File: src/rtl/id_issue_queue.sv
`default_nettype none
// ============================================================================
// Module   : id_issue_queue
// Brief    : Decode-to-issue FIFO of decoded entries with a control-flow cap.
// Revision : 1.0
// ============================================================================
module id_issue_queue #(
  parameter int DEPTH      = 4,
  parameter int DATA_WIDTH = 64,
  parameter int MAX_CF     = 1
) (
  input  logic                     clk_i,
  input  logic                     rst_i,
  input  logic                     flush_i,
  input  logic                     dec_valid_i,
  input  logic [DATA_WIDTH-1:0]    dec_data_i,
  input  logic                     dec_ctrl_flow_i,
  output logic                     dec_ready_o,
  output logic                     issue_valid_o,
  output logic [DATA_WIDTH-1:0]    issue_data_o,
  output logic                     issue_ctrl_flow_o,
  input  logic                     issue_ack_i,
  output logic [$clog2(DEPTH):0]   occupancy_o,
  output logic [$clog2(DEPTH):0]   cf_count_o
);

  localparam int PW = $clog2(DEPTH);
  localparam int CW = PW + 1;
  localparam logic [CW-1:0] C_DEPTH  = CW'(DEPTH);
  localparam logic [CW-1:0] C_MAX_CF = CW'(MAX_CF);
  localparam logic [PW-1:0] C_PTR_ONE = PW'(1);
  localparam logic [CW-1:0] C_CNT_ONE = CW'(1);

  logic [DATA_WIDTH-1:0] r_mem [DEPTH];
  logic [DEPTH-1:0]      r_cf;
  logic [PW-1:0]         r_rptr;
  logic [PW-1:0]         r_wptr;
  logic [CW-1:0]         r_occ;
  logic [CW-1:0]         r_cf_cnt;

  logic                  w_ready_core;
  logic                  w_push;
  logic                  w_pop;
  logic                  w_cf_inc;
  logic                  w_cf_dec;
  logic [PW-1:0]         w_rptr_nxt;
  logic [PW-1:0]         w_wptr_nxt;
  logic [CW-1:0]         w_occ_nxt;
  logic [CW-1:0]         w_cf_nxt;
  logic [DATA_WIDTH-1:0] w_head_data_nxt;
  logic                  w_head_cf_nxt;

  always_comb begin
    w_ready_core = !flush_i
                 && ((r_occ != C_DEPTH) || issue_ack_i)
                 && (!dec_ctrl_flow_i || (r_cf_cnt < C_MAX_CF)
                     || (issue_ack_i && issue_valid_o && issue_ctrl_flow_o));
    // Reset only gates the visible handshake; all state is already held in reset.
    dec_ready_o  = w_ready_core && !rst_i;

    w_push   = dec_valid_i && w_ready_core;
    w_pop    = issue_ack_i && issue_valid_o;
    w_cf_inc = w_push && dec_ctrl_flow_i;
    w_cf_dec = w_pop && issue_ctrl_flow_o;

    w_rptr_nxt = w_pop  ? r_rptr + C_PTR_ONE : r_rptr;
    w_wptr_nxt = w_push ? r_wptr + C_PTR_ONE : r_wptr;

    w_occ_nxt = r_occ;
    if (w_push && !w_pop)      w_occ_nxt = r_occ + C_CNT_ONE;
    else if (!w_push && w_pop) w_occ_nxt = r_occ - C_CNT_ONE;

    w_cf_nxt = r_cf_cnt;
    if (w_cf_inc && !w_cf_dec)      w_cf_nxt = r_cf_cnt + C_CNT_ONE;
    else if (!w_cf_inc && w_cf_dec) w_cf_nxt = r_cf_cnt - C_CNT_ONE;

    // The new head is the entry being written when it lands on the next read slot.
    if (w_push && (r_wptr == w_rptr_nxt)) begin
      w_head_data_nxt = dec_data_i;
      w_head_cf_nxt   = dec_ctrl_flow_i;
    end else begin
      w_head_data_nxt = r_mem[w_rptr_nxt];
      w_head_cf_nxt   = r_cf[w_rptr_nxt];
    end
  end

  always_ff @(posedge clk_i) begin
    if (w_push) begin
      r_mem[r_wptr] <= dec_data_i;
      r_cf[r_wptr]  <= dec_ctrl_flow_i;
    end
  end

  always_ff @(posedge clk_i or posedge rst_i) begin
    if (rst_i) begin
      r_rptr            <= '0;
      r_wptr            <= '0;
      r_occ             <= '0;
      r_cf_cnt          <= '0;
      issue_valid_o     <= 1'b0;
      issue_ctrl_flow_o <= 1'b0;
      issue_data_o      <= '0;
    end else if (flush_i) begin
      r_rptr            <= '0;
      r_wptr            <= '0;
      r_occ             <= '0;
      r_cf_cnt          <= '0;
      issue_valid_o     <= 1'b0;
      issue_ctrl_flow_o <= 1'b0;
    end else begin
      r_rptr            <= w_rptr_nxt;
      r_wptr            <= w_wptr_nxt;
      r_occ             <= w_occ_nxt;
      r_cf_cnt          <= w_cf_nxt;
      issue_valid_o     <= (w_occ_nxt != '0);
      issue_ctrl_flow_o <= (w_occ_nxt != '0) && w_head_cf_nxt;
      issue_data_o      <= w_head_data_nxt;
    end
  end

  assign occupancy_o = r_occ;
  assign cf_count_o  = r_cf_cnt;

endmodule
`default_nettype wire
File: config.mk
export PLATFORM = sky130hd
export DESIGN_NAME = id_issue_queue
export DESIGN_NICKNAME = d
export VERILOG_FILES = /design/src/rtl/id_issue_queue.sv
export SDC_FILE = /design/constraint.sdc
export NUM_CORES = 1
export LEC_CHECK = 0
export ABC_AREA = 1
export BUFFER_PORTS_ARGS = -buffer_cell sky130_fd_sc_hd__buf_2
export CORE_ASPECT_RATIO = 1.4
export CORE_UTILIZATION = 30
export DETAILED_ROUTE_END_ITERATION = 6
export GPL_ROUTABILITY_DRIVEN = 0
export HOLD_SLACK_MARGIN = 0.1
export PLACE_DENSITY_LB_ADDON = 0.3
export SLEW_MARGIN = 20
export SYNTH_ARGS = -nofsm -noshare
export SYNTH_HDL_FRONTEND = slang
export SYNTH_SLANG_ARGS = --single-unit
File: constraint.sdc
create_clock -name clk_i -period 5.4 [get_ports clk_i]
set_clock_uncertainty 0.2 [all_clocks]
set_input_delay 1.08 -clock clk_i [delete_from_list [all_inputs] [get_ports clk_i]]
set_output_delay 1.08 -clock clk_i [all_outputs]
set_load 0.02 [all_outputs]
==> impl_metrics.toml <==
[power]
switchingPower_w = 0.00239
comb_power_share_pct = 24.1
seqPwrFrac_pct = 43.0
internal_power_w = 0.00512
fin_total_pwr_w = 0.00751
pwr-share-clk_pct = 32.9
ir_drop_mv = 0.236
p_sw_share_pct = 31.8
power_density_nw_per_um2 = 463
p_leak_nw = 6.23

[worst_setup_path]
worstPathRequired_ns = 5.64
crit_slowest_cell = "buf_4"
worstPathMaxFanout = 60
start_kind = "input pin"
worst-endpoint-arrival_ns = 3.73
worst_path_largest_cell_delay_ns = 0.69
setup.worst_path.class = "in2reg"
cp_common_cell = "nand2_1"
cp-end-kind = "flop"
path_cells = "buf_2, nand2_2, inv_2, nand2_4, nand2_4, buf_4, buf_4, or2_2, o21ai_0, nand2_1, nand3_1, nand2_1, nand2_1, nor2_1"

[sta]
finalCriticalPeriod_ns = 3.49
setup_tns_ns = 0
rsz0062_at_grt = "no"
final.period_utilization_pct = 64.7
finalHoldViolations = 0
max_slew.worst_pin.slew_ns = 1.01
drv_slew = 0
max_slew_margin_pct = 32.7
setup_viol = 0
fmax_mhz = 286
setup_slack_ns = 1.91

[outcome]
outcome = "complete, no violations"

[global_routing]
met1_usage_pct = 16.6
grt_pass1_vias = 8951
overflow = 0
antenna_found_initial = 5
grt.busiest_layer = "met2"
met2_usage_pct = 26.9
grt_max_degree = 74
grt_util_all_layers_pct = 14.4
grt_first_pass_wirelength_um = 51600
gr-usage-met3_pct = 2.66

[synthesis]
synth_fp_nets = 1243
synth-xor-area-share_pct = 0.328
synth.distinct_cells = 25
synth_cells = 1164
synth-compound-area-share_pct = 8.75
postSynthAreaPerCell_um2 = 11.8
yosysWarnings = 0
netlist_area_um2 = 13700
synth-simple-area-share_pct = 16.2
synth_top_family_by_area = "simple AND/OR/NAND/NOR gates"
muxShareOfSynthArea_pct = 0
synth-adder-area-share_pct = 0.821
ys_ff_latch = 336
ys_seq_area_share_pct = 70.8

[drt]
wl_um = 33200
drcViolationCount = 0
drt-pass1-iter-count = 5
drt_iter0_markers = 406
num_vias = 8873
ant_nets = 0
viasPerCell = 4.60
wl_per_cell_um = 17.2

[die]
start_util_pct = 30.5
rows = 92
core_area_um2 = 45000
die_area_um2 = 46600
ios = 143
die_x_um = 183
chipHeight_um = 255

[placement]
dp.cells = 1865
place_ws_ns = 1.38
portBuffers = 142
dp_hpwl_um = 18400

[final_layout]
fin_nets = 1371
area_delta_synth_final_pct = 18.3
drive_gt1_share_pct = 18.6
stdcell_count = 1931

[clock_tree]
clockBufferDepth = 3
cts_hold_buf = 0
clk-insertion-delay-late_ns = 0.52
path_clk_slew_ns = 0.06
ctsRootBufferMaster = "clkbuf_16"
h-tree-depth = 2
cts_buffers = 36
cts_resized = 0
post-cts-setup-buffers = 0
clock_sinks = 336
cts_tree = "yes"

[worst_hold_path]
holdCritPathClass = "reg2reg"

[flow_run]
cap_violations = 0
-- layout make-up --
type	instances	area [um2]
multi-input combinational	734	3620
timing repair buffer	161	856
fill	4410	28800
tap	611	764
antenna	2	5.00
sequential	336	9710
inverter	23	91.3
clock inverter	20	204
clock buffer	44	972
-- cells in the mapped netlist --
master / n / area share [%]
edfxtp_1: 260 / 57
nor2_1: 208 / 5.7
nand2_1: 158 / 4.3
o21ai_0: 138 / 5.0
nand3_1: 77 / 2.8
dfrtp_1: 76 / 14
o211ai_1: 64 / 3.5
or2_0: 50 / 2.3
clkbuf_1: 43 / 1.2
buf_2: 21 / 0.77
inv_1: 20 / 0.55
or2_2: 15 / 0.68
ha_1: 9 / 0.82
buf_6: 6 / 0.49
a21oi_1: 4 / 0.15
nand2_2: 3 / 0.14
inv_2: 2 / 0.055
nand4_1: 2 / 0.091
xnor2_1: 2 / 0.13
a21oi_2: 1 / 0.064
buf_4: 1 / 0.055
clkinv_1: 1 / 0.027
nand2_4: 1 / 0.082
nand3_2: 1 / 0.073
xor2_4: 1 / 0.20
-- through the flow --
stage	area (um2)	utilization, %	hold WS, ns
finish	16200	36.0	0.266
global route	16200	36.0	0.296
CTS	16200	36.0	0.273
detailed placement	15000	33.4	0.258
global placement	15000	33.4	0.256
floorplan	13700	-	0.390
-- routing by layer --
metal | vias up | wire length (um)
met1 | 4353 | 14200
met2 | 138 | 17100
met3 | 51 | 1250
li1 | 4325 | -
met4 | 6 | 704
met5 | - | 30
-- flip-flops by register name (all words and copies together), names as in the netlist --
signal,cells
r_mem,256
issue_ctrl_flow_o,1
issue_data_o,64
issue_valid_o,1
occupancy_o,3
cf_count_o,3
r_cf,4
r_rptr,2
r_wptr,2
-- power by group through the flow --
stage	clock, W	sequential, W	combinational, W
floorplan	0	0.00353	0.000995
global placement	0	0.00328	0.00183
detailed placement	0	0.00329	0.00185
CTS	0.00254	0.00324	0.00186
global route	0.00263	0.00326	0.00205
finish	0.00247	0.00323	0.00181
-- critical path, delay by kind of cell --
family | cells | cell delay (ns)
AND/OR/NAND/NOR | 9 | 0.98
AO/OA/AOI/OAI | 1 | 0.08
buffers and inverters | 4 | 1.47
-- kinds of logic (layout without fill, tap and decap cells) --
group                      count (synthesis)  count (layout)
and+or+nand+nor                          515             515
DFF                                      336             336
AOI/OAI and AO/OA                        207             207
buffers and inverters                     94             248
adders and majority gates                  9               9
xor gates and xnor gates                   3               3
other                                      0               2
-- placed cells by master, fill, tap and decap left out, types with 8 or more instances in the layout --
cell type and n:
nor2_1 204, o211ai_1 64, o21ai_0 138, nand3_1 77
inv_1 19, or2_0 50, ha_1 9, clkinv_2 8
clkbuf_16 37, buf_2 141, edfxtp_1 260, nand2_1 158
buf_4 20, dfrtp_1 76, or2_2 15
-- final timing paths --
check / startpoint / slack, ns / depth (start not counted) / end
setup / recovery: issue_ack_i / 1.91 / 14 / issue_ctrl_flow_o$_DFF_PP0_
hold / removal: issue_data_o[21]$_DFFE_PP0N_ / 0.27 / 2 / issue_data_o[21]$_DFFE_PP0N_
setup reg to reg: occupancy_o[0]$_DFF_PP0_ / 2.08 / 12 / issue_data_o[22]$_DFFE_PP0N_
hold reg to reg: issue_data_o[21]$_DFFE_PP0N_ / 0.27 / 2 / issue_data_o[21]$_DFFE_PP0N_
max in group asynchronous: rst_i / 3.52 / 3 / r_wptr[1]$_DFFE_PP0P_
min in group asynchronous: rst_i / 0.53 / 2 / cf_count_o[0]$_DFFE_PP0P_
Power figures use the tool's default switching activity.
